File: src/rtl/cache_mem_arb_pkg.sv
// rtl/cache_mem_arb_pkg.sv - shared types and constants for the cache/memory arbiter
package cache_mem_arb_pkg;

  typedef enum logic [1:0] {
    IDLE = 2'd0,
    SEND = 2'd1,
    WAIT = 2'd2,
    RESP = 2'd3
  } state_t;

  localparam int P_REQ_NBITS  = 175;
  localparam int P_RESP_NBITS = 145;

  localparam logic REQ_ICACHE = 1'b0;
  localparam logic REQ_DCACHE = 1'b1;

endpackage

File: src/rtl/cache_mem_arbiter_if.sv
// rtl/cache_mem_arbiter_if.sv - requester-side and memory-side handshake bundle
interface cache_mem_arbiter_if #(
  parameter int p_req_nbits  = 175,
  parameter int p_resp_nbits = 145
);
  logic [1:0]               req_val;
  logic [1:0]               req_rdy;
  logic [2*p_req_nbits-1:0] req_msg;
  logic [1:0]               resp_val;
  logic [1:0]               resp_rdy;
  logic [p_resp_nbits-1:0]  resp_msg;
  logic                     memreq_val;
  logic                     memreq_rdy;
  logic [p_req_nbits-1:0]   memreq_msg;
  logic                     memresp_val;
  logic                     memresp_rdy;
  logic [p_resp_nbits-1:0]  memresp_msg;

  // master is the arbiter; slave is the caches plus memory around it
  modport master (
    input  req_val, req_msg, resp_rdy, memreq_rdy, memresp_val, memresp_msg,
    output req_rdy, resp_val, resp_msg, memreq_val, memreq_msg, memresp_rdy
  );

  modport slave (
    output req_val, req_msg, resp_rdy, memreq_rdy, memresp_val, memresp_msg,
    input  req_rdy, resp_val, resp_msg, memreq_val, memreq_msg, memresp_rdy
  );
endinterface

File: src/rtl/cache_mem_arb_rr_picker.sv
// rtl/cache_mem_arb_rr_picker.sv - combinational 2-way picker
// CACHE_MEM_ARB_FIXED_PRIO_EN makes requester 0 always win and ignores last.
import cache_mem_arb_pkg::*;

module cache_mem_arb_rr_picker (
  input  logic [1:0] req_val,
  input  logic       last,
  output logic       gnt_val,
  output logic       gnt_idx
);

`ifdef CACHE_MEM_ARB_FIXED_PRIO_EN
  logic unused_last;
  assign unused_last = last;

  always_comb begin
    gnt_val = |req_val;
    gnt_idx = req_val[REQ_ICACHE] ? REQ_ICACHE : REQ_DCACHE;
  end
`else
  always_comb begin
    gnt_val = |req_val;
    if (&req_val) gnt_idx = ~last;
    else          gnt_idx = req_val[REQ_DCACHE];
  end
`endif

endmodule

File: src/rtl/cache_mem_arbiter.sv
// rtl/cache_mem_arbiter.sv - one-in-flight arbiter sharing a memory port between icache and dcache
// CACHE_MEM_ARB_FIXED_PRIO_EN selects fixed priority (requester 0) instead of round-robin.
import cache_mem_arb_pkg::*;

module cache_mem_arbiter #(
  parameter int p_req_nbits  = P_REQ_NBITS,
  parameter int p_resp_nbits = P_RESP_NBITS
) (
  input  logic                       clk,
  input  logic                       reset,
  cache_mem_arbiter_if.master        bus,
  output logic                       busy,
  output logic                       owner
);

  state_t                  state, state_next;
  logic [p_req_nbits-1:0]  req_reg;
  logic [p_resp_nbits-1:0] resp_reg;
  logic                    owner_q;
  logic                    last_q;
  logic                    gnt_val, gnt_idx;
  logic                    grant;

  cache_mem_arb_rr_picker picker (
    .req_val (bus.req_val),
    .last    (last_q),
    .gnt_val (gnt_val),
    .gnt_idx (gnt_idx)
  );

  assign grant = (state == IDLE) && gnt_val;

  always_ff @(posedge clk) begin
    if (reset) state <= IDLE;
    else       state <= state_next;
  end

  always_comb begin
    state_next = state;
    case (state)
      IDLE: if (gnt_val)              state_next = SEND;
      SEND: if (bus.memreq_rdy)       state_next = WAIT;
      WAIT: if (bus.memresp_val)      state_next = RESP;
      RESP: if (bus.resp_rdy[owner_q]) state_next = IDLE;
      default:                        state_next = IDLE;
    endcase
  end

  // Only req_rdy depends combinationally on an input; everything else is state or registers.
  always_comb begin
    bus.req_rdy     = 2'b00;
    bus.memreq_val  = 1'b0;
    bus.memresp_rdy = 1'b0;
    bus.resp_val    = 2'b00;
    case (state)
      IDLE: if (gnt_val) bus.req_rdy = {gnt_idx, ~gnt_idx};
      SEND: bus.memreq_val = 1'b1;
      WAIT: bus.memresp_rdy = 1'b1;
      RESP: bus.resp_val = {owner_q, ~owner_q};
      default: ;
    endcase
  end

  assign bus.memreq_msg = req_reg;
  assign bus.resp_msg   = resp_reg;
  assign busy           = (state != IDLE);
  assign owner          = owner_q;

  always_ff @(posedge clk) begin
    if (reset) begin
      req_reg  <= '0;
      resp_reg <= '0;
      owner_q  <= REQ_ICACHE;
    end else begin
      if (grant) begin
        req_reg <= gnt_idx ? bus.req_msg[2*p_req_nbits-1:p_req_nbits]
                           : bus.req_msg[p_req_nbits-1:0];
        owner_q <= gnt_idx;
      end
      if ((state == WAIT) && bus.memresp_val) resp_reg <= bus.memresp_msg;
    end
  end

`ifdef CACHE_MEM_ARB_FIXED_PRIO_EN
  assign last_q = REQ_DCACHE;
`else
  // Reset to requester 1 so requester 0 gets first priority.
  always_ff @(posedge clk) begin
    if (reset)      last_q <= REQ_DCACHE;
    else if (grant) last_q <= gnt_idx;
  end
`endif

endmodule
File: src/flat_wrapper.sv
// flat-port wrapper written by rule: the top's interface ports become plain ports
module cache_mem_arbiter_flat 
#(
  parameter int p_req_nbits  = P_REQ_NBITS,
  parameter int p_resp_nbits = P_RESP_NBITS
)
  (clk, reset, busy, owner, bus_req_val, bus_req_msg, bus_resp_rdy, bus_memreq_rdy, bus_memresp_val, bus_memresp_msg, bus_req_rdy, bus_resp_val, bus_resp_msg, bus_memreq_val, bus_memreq_msg, bus_memresp_rdy);
  cache_mem_arbiter_if #(.p_req_nbits(p_req_nbits), .p_resp_nbits(p_resp_nbits)) bus_i ();
  input  logic clk;
  input  logic reset;
  output logic busy;
  output logic owner;
  input wire logic [$bits(bus_i.req_val)-1:0] bus_req_val;
  input wire logic [$bits(bus_i.req_msg)-1:0] bus_req_msg;
  input wire logic [$bits(bus_i.resp_rdy)-1:0] bus_resp_rdy;
  input wire logic [$bits(bus_i.memreq_rdy)-1:0] bus_memreq_rdy;
  input wire logic [$bits(bus_i.memresp_val)-1:0] bus_memresp_val;
  input wire logic [$bits(bus_i.memresp_msg)-1:0] bus_memresp_msg;
  output wire logic [$bits(bus_i.req_rdy)-1:0] bus_req_rdy;
  output wire logic [$bits(bus_i.resp_val)-1:0] bus_resp_val;
  output wire logic [$bits(bus_i.resp_msg)-1:0] bus_resp_msg;
  output wire logic [$bits(bus_i.memreq_val)-1:0] bus_memreq_val;
  output wire logic [$bits(bus_i.memreq_msg)-1:0] bus_memreq_msg;
  output wire logic [$bits(bus_i.memresp_rdy)-1:0] bus_memresp_rdy;
  assign bus_i.req_val = bus_req_val;
  assign bus_i.req_msg = bus_req_msg;
  assign bus_i.resp_rdy = bus_resp_rdy;
  assign bus_i.memreq_rdy = bus_memreq_rdy;
  assign bus_i.memresp_val = bus_memresp_val;
  assign bus_i.memresp_msg = bus_memresp_msg;
  assign bus_req_rdy = bus_i.req_rdy;
  assign bus_resp_val = bus_i.resp_val;
  assign bus_resp_msg = bus_i.resp_msg;
  assign bus_memreq_val = bus_i.memreq_val;
  assign bus_memreq_msg = bus_i.memreq_msg;
  assign bus_memresp_rdy = bus_i.memresp_rdy;
  cache_mem_arbiter #(.p_req_nbits(p_req_nbits), .p_resp_nbits(p_resp_nbits)) u_core (.clk(clk), .reset(reset), .bus(bus_i), .busy(busy), .owner(owner));
endmodule
File: config.mk
export PLATFORM = sky130hd
export DESIGN_NAME = cache_mem_arbiter_flat
export DESIGN_NICKNAME = d
export VERILOG_FILES = /design/src/rtl/cache_mem_arb_pkg.sv /design/src/rtl/cache_mem_arbiter_if.sv /design/src/rtl/cache_mem_arb_rr_picker.sv /design/src/rtl/cache_mem_arbiter.sv /design/src/flat_wrapper.sv
export SDC_FILE = /design/constraint.sdc
export NUM_CORES = 1
export LEC_CHECK = 0
export CORE_AREA = 4 4 317 319
export DETAILED_ROUTE_END_ITERATION = 12
export DIE_AREA = 0 0 321 323
export HOLD_SLACK_MARGIN = 0.03
export PLACE_DENSITY_LB_ADDON = 0.1
export SYNTH_ARGS = -nofsm -noshare
export SYNTH_HDL_FRONTEND = slang
export SYNTH_SLANG_ARGS = --single-unit
File: constraint.sdc
create_clock -name clk -period 1.7 [get_ports clk]
set_input_delay 0.255 -clock clk [delete_from_list [all_inputs] [get_ports clk]]
set_output_delay 0.255 -clock clk [all_outputs]
set_load 0.005 [all_outputs]
==> results.toml <==
[clock_tree]
numCtsBuffers = 46
cts_tree = "built"
cts_sinks = 324
clk_pin_slew_ns = 0.06
clock_path_buffers = 3
clk_latency_ns = 0.61
cts-root-buf = "clkbuf_16"
htree_levels = 2

[global_route]
antenna_found_initial = 23
first_global_vias = 14700
gr-usage-all-layers = 0.147
grt_pass1_wl_um = 111000
grt.overflow.total = 0
grt_max_degree = 104

[critical_path]
critPathLaunch = "u_core.state[0]"
start_kind = "flip-flop"
r2r_end = "u_core.bus.memreq_msg[107]"
crit_required_ns = 1.44
rr_worst_depth = 9
worst-r2r-setup-slack_ns = -0.15
critPathKind = "reg -> out"
setup.worst_path.end = "bus_req_rdy[1]"
timing.rr.start = "u_core.state[0]"
endpoint_kind = "primary output"
cp.arrival_ns = 1.60
crit_fanout = 3

[sta]
rsz0062_at_grt = "true"
tightestPinTransition_ns = 0.614
fin_crit_sh = 1.09
drv_slew = 0
period_needed_ns = 1.85
setup_ws_ns = -0.153
hold_viol = 0
setup-tns-final_ns = -11.26
skew_ns = 0.0298
setup_viol = 159
max-slew-margin-rel = 0.591
fmax_mhz = 540
holdWs_ns = 0.161

[synthesis]
yosysMostFrequentCell = "dfxtp_1"
yosys_warnings = 0
synthCells = 1292
ys_ff_latch = 324
avgSynthCellArea_sq_um = 9.62
ys.flop_type = "dfxtp_1"
synth_edf_count = 0
synth-seq-area-share = 0.522
synth_cell_type_count = 28
async_reset_ff_frac = 0
syn_nets = 1799
syn_area_sq_um = 12400
synth.top_cell.area_share = 0.522
synth_top_cell_by_area = "dfxtp_1"
synth_area_leaders = "dfxtp_1 (52%), nand2_1 (8.8%), a221o_1 (7.6%)"
synth_commonest_cells = "dfxtp_1 (324), nand2_1 (293), a21oi_1 (146), a221o_1 (94), nor4b_1 (94)"

[detailed_routing]
drc_errors = 0
via_count = 14100
wl_per_cell_um = 23.6
wirelength_um = 82800
routed_via_density = 4.01
antenna_left = 0
drt_iter0_drc = 672
dr.pass1.iters = 5

[worst_hold_path]
holdCritStartpoint = "bus_req_val[0]"
hold_class = "in -> reg"

[flow_run]
maxCapViolCount = 0

[final_layout]
layout-drive-gt1-share = 0.155
syn2layout_area_growth_pct = 108
post-route-util = 0.264
fillCellCount = 10500
fin_nets = 2683

[placement]
gp_congestion = 0.809
place_hpwl_um = 60100
port_buffers = 830
pre_cts_slack_ns = -0.461

[power_and_ir_drop]
leakage_nw = 10.3
power_density_nw_per_um2 = 1190
ir_drop_v = 0.000576

[floorplan]
placementRows = 115
die_y_um = 323
core_sq_um = 97800
ios = 831
dieArea_sq_um = 104000
die_x_um = 321
initial_core_util = 0.127

[status]
status = "finished with violations"
violations = "setup timing"
## metal layers
metal,track usage,up-vias,share of wire
met5,0,-,0.00081
met4,0.0468,10,0.025
met3,0.0542,101,0.081
met2,0.272,559,0.52
met1,0.156,6744,0.37
li1,-,6666,-
## through the flow
stage	std cells	instance area (sq um)	power, mW
4_1_cts	3478	25100	30.7
5_1_grt	3505	25800	32.4
3_3_place_gp	3359	22800	20.0
2_1_floorplan	1292	12400	13.0
6_report	3508	25800	30.7
3_5_place_dp	3359	22800	20.0
## kinds of logic after synthesis
family / count (synthesis) / share of synthesized area
compound gates: 408 / 0.253
fa+ha+maj: 4 / 0.00403
buf+inv: 148 / 0.0551
flops: 324 / 0.522
mux: 3 / 0.00242
simple gates: 405 / 0.164
## registers in the layout, summed over array words and instances, names as in the netlist
register and cells:
u_core.bus.resp_msg 145, u_core.owner 1, u_core.last_q 1, u_core.state 2
u_core.bus.memreq_msg 175
## critical path: stages (launching register included)
cell	delay, ns
dfxtp_2	0.33
inv_2	0.07
ha_4	0.17
buf_12	0.12
nand2_8	0.05
a21oi_4	0.12
buf_6	0.12
## worst min path at each step
stage	depth (start not counted)	slack, ns	endpoint
final	4	0.16	u_core.owner
after global placement	2	0.44	u_core.bus.resp_msg[67]
after global routing	4	0.14	u_core.owner
after floorplan	2	0.39	u_core.bus.resp_msg[0]
after detailed placement	1	0.45	u_core.bus.memreq_msg[68]
after CTS	4	0.08	u_core.owner
## area by class of cell
type | instances | area, sq um | share of cell area
sequential | 324 | 6500 | 0.252
clock inverter | 16 | 179 | 0.00693
antenna | 15 | 37.5 | 0.00145
timing repair buffer | 981 | 10200 | 0.395
tap | 1287 | 1610 | 0.0623
clock buffer | 62 | 1310 | 0.0508
inverter | 3 | 11.3 | 0.000436
multi-input combinational | 820 | 5980 | 0.232
## power breakdown
group          switching, mW  internal (mW)  leakage [nW]
Combinational           5.05           5.83          6.93
Sequential             0.925           9.16          2.65
Clock                   3.91           5.84         0.737
Total                   9.89           20.8          10.3
## repair_timing
| item | 4_1_cts | 5_1_grt |
|---|---|---|
| cloned | 14 | 9 |
| hold endpoints to repair | 1 | 0 |
| endpoints found under the setup margin | 499 | 185 |
| hold buffers | 1 | 0 |
| buffers inserted | 31 | 18 |
| pin swaps | 14 | 11 |
| gates resized for setup | 458 | 88 |
## layout by cell type, fill, tap and decap left out, types with 61 or more instances in the layout
cell type | Yosys | routed
nand2_1 | 293 | 291
a32oi_1 | 82 | 82
dlygate4sd2_1 | 0 | 318
clkdlybuf4s50_1 | 0 | 500
buf_4 | 3 | 61
a21oi_1 | 146 | 145
nor4b_1 | 94 | 88
dfxtp_1 | 324 | 314
a221o_1 | 94 | 94
o2bb2ai_2 | 0 | 69
Power figures use the tool's default switching activity.
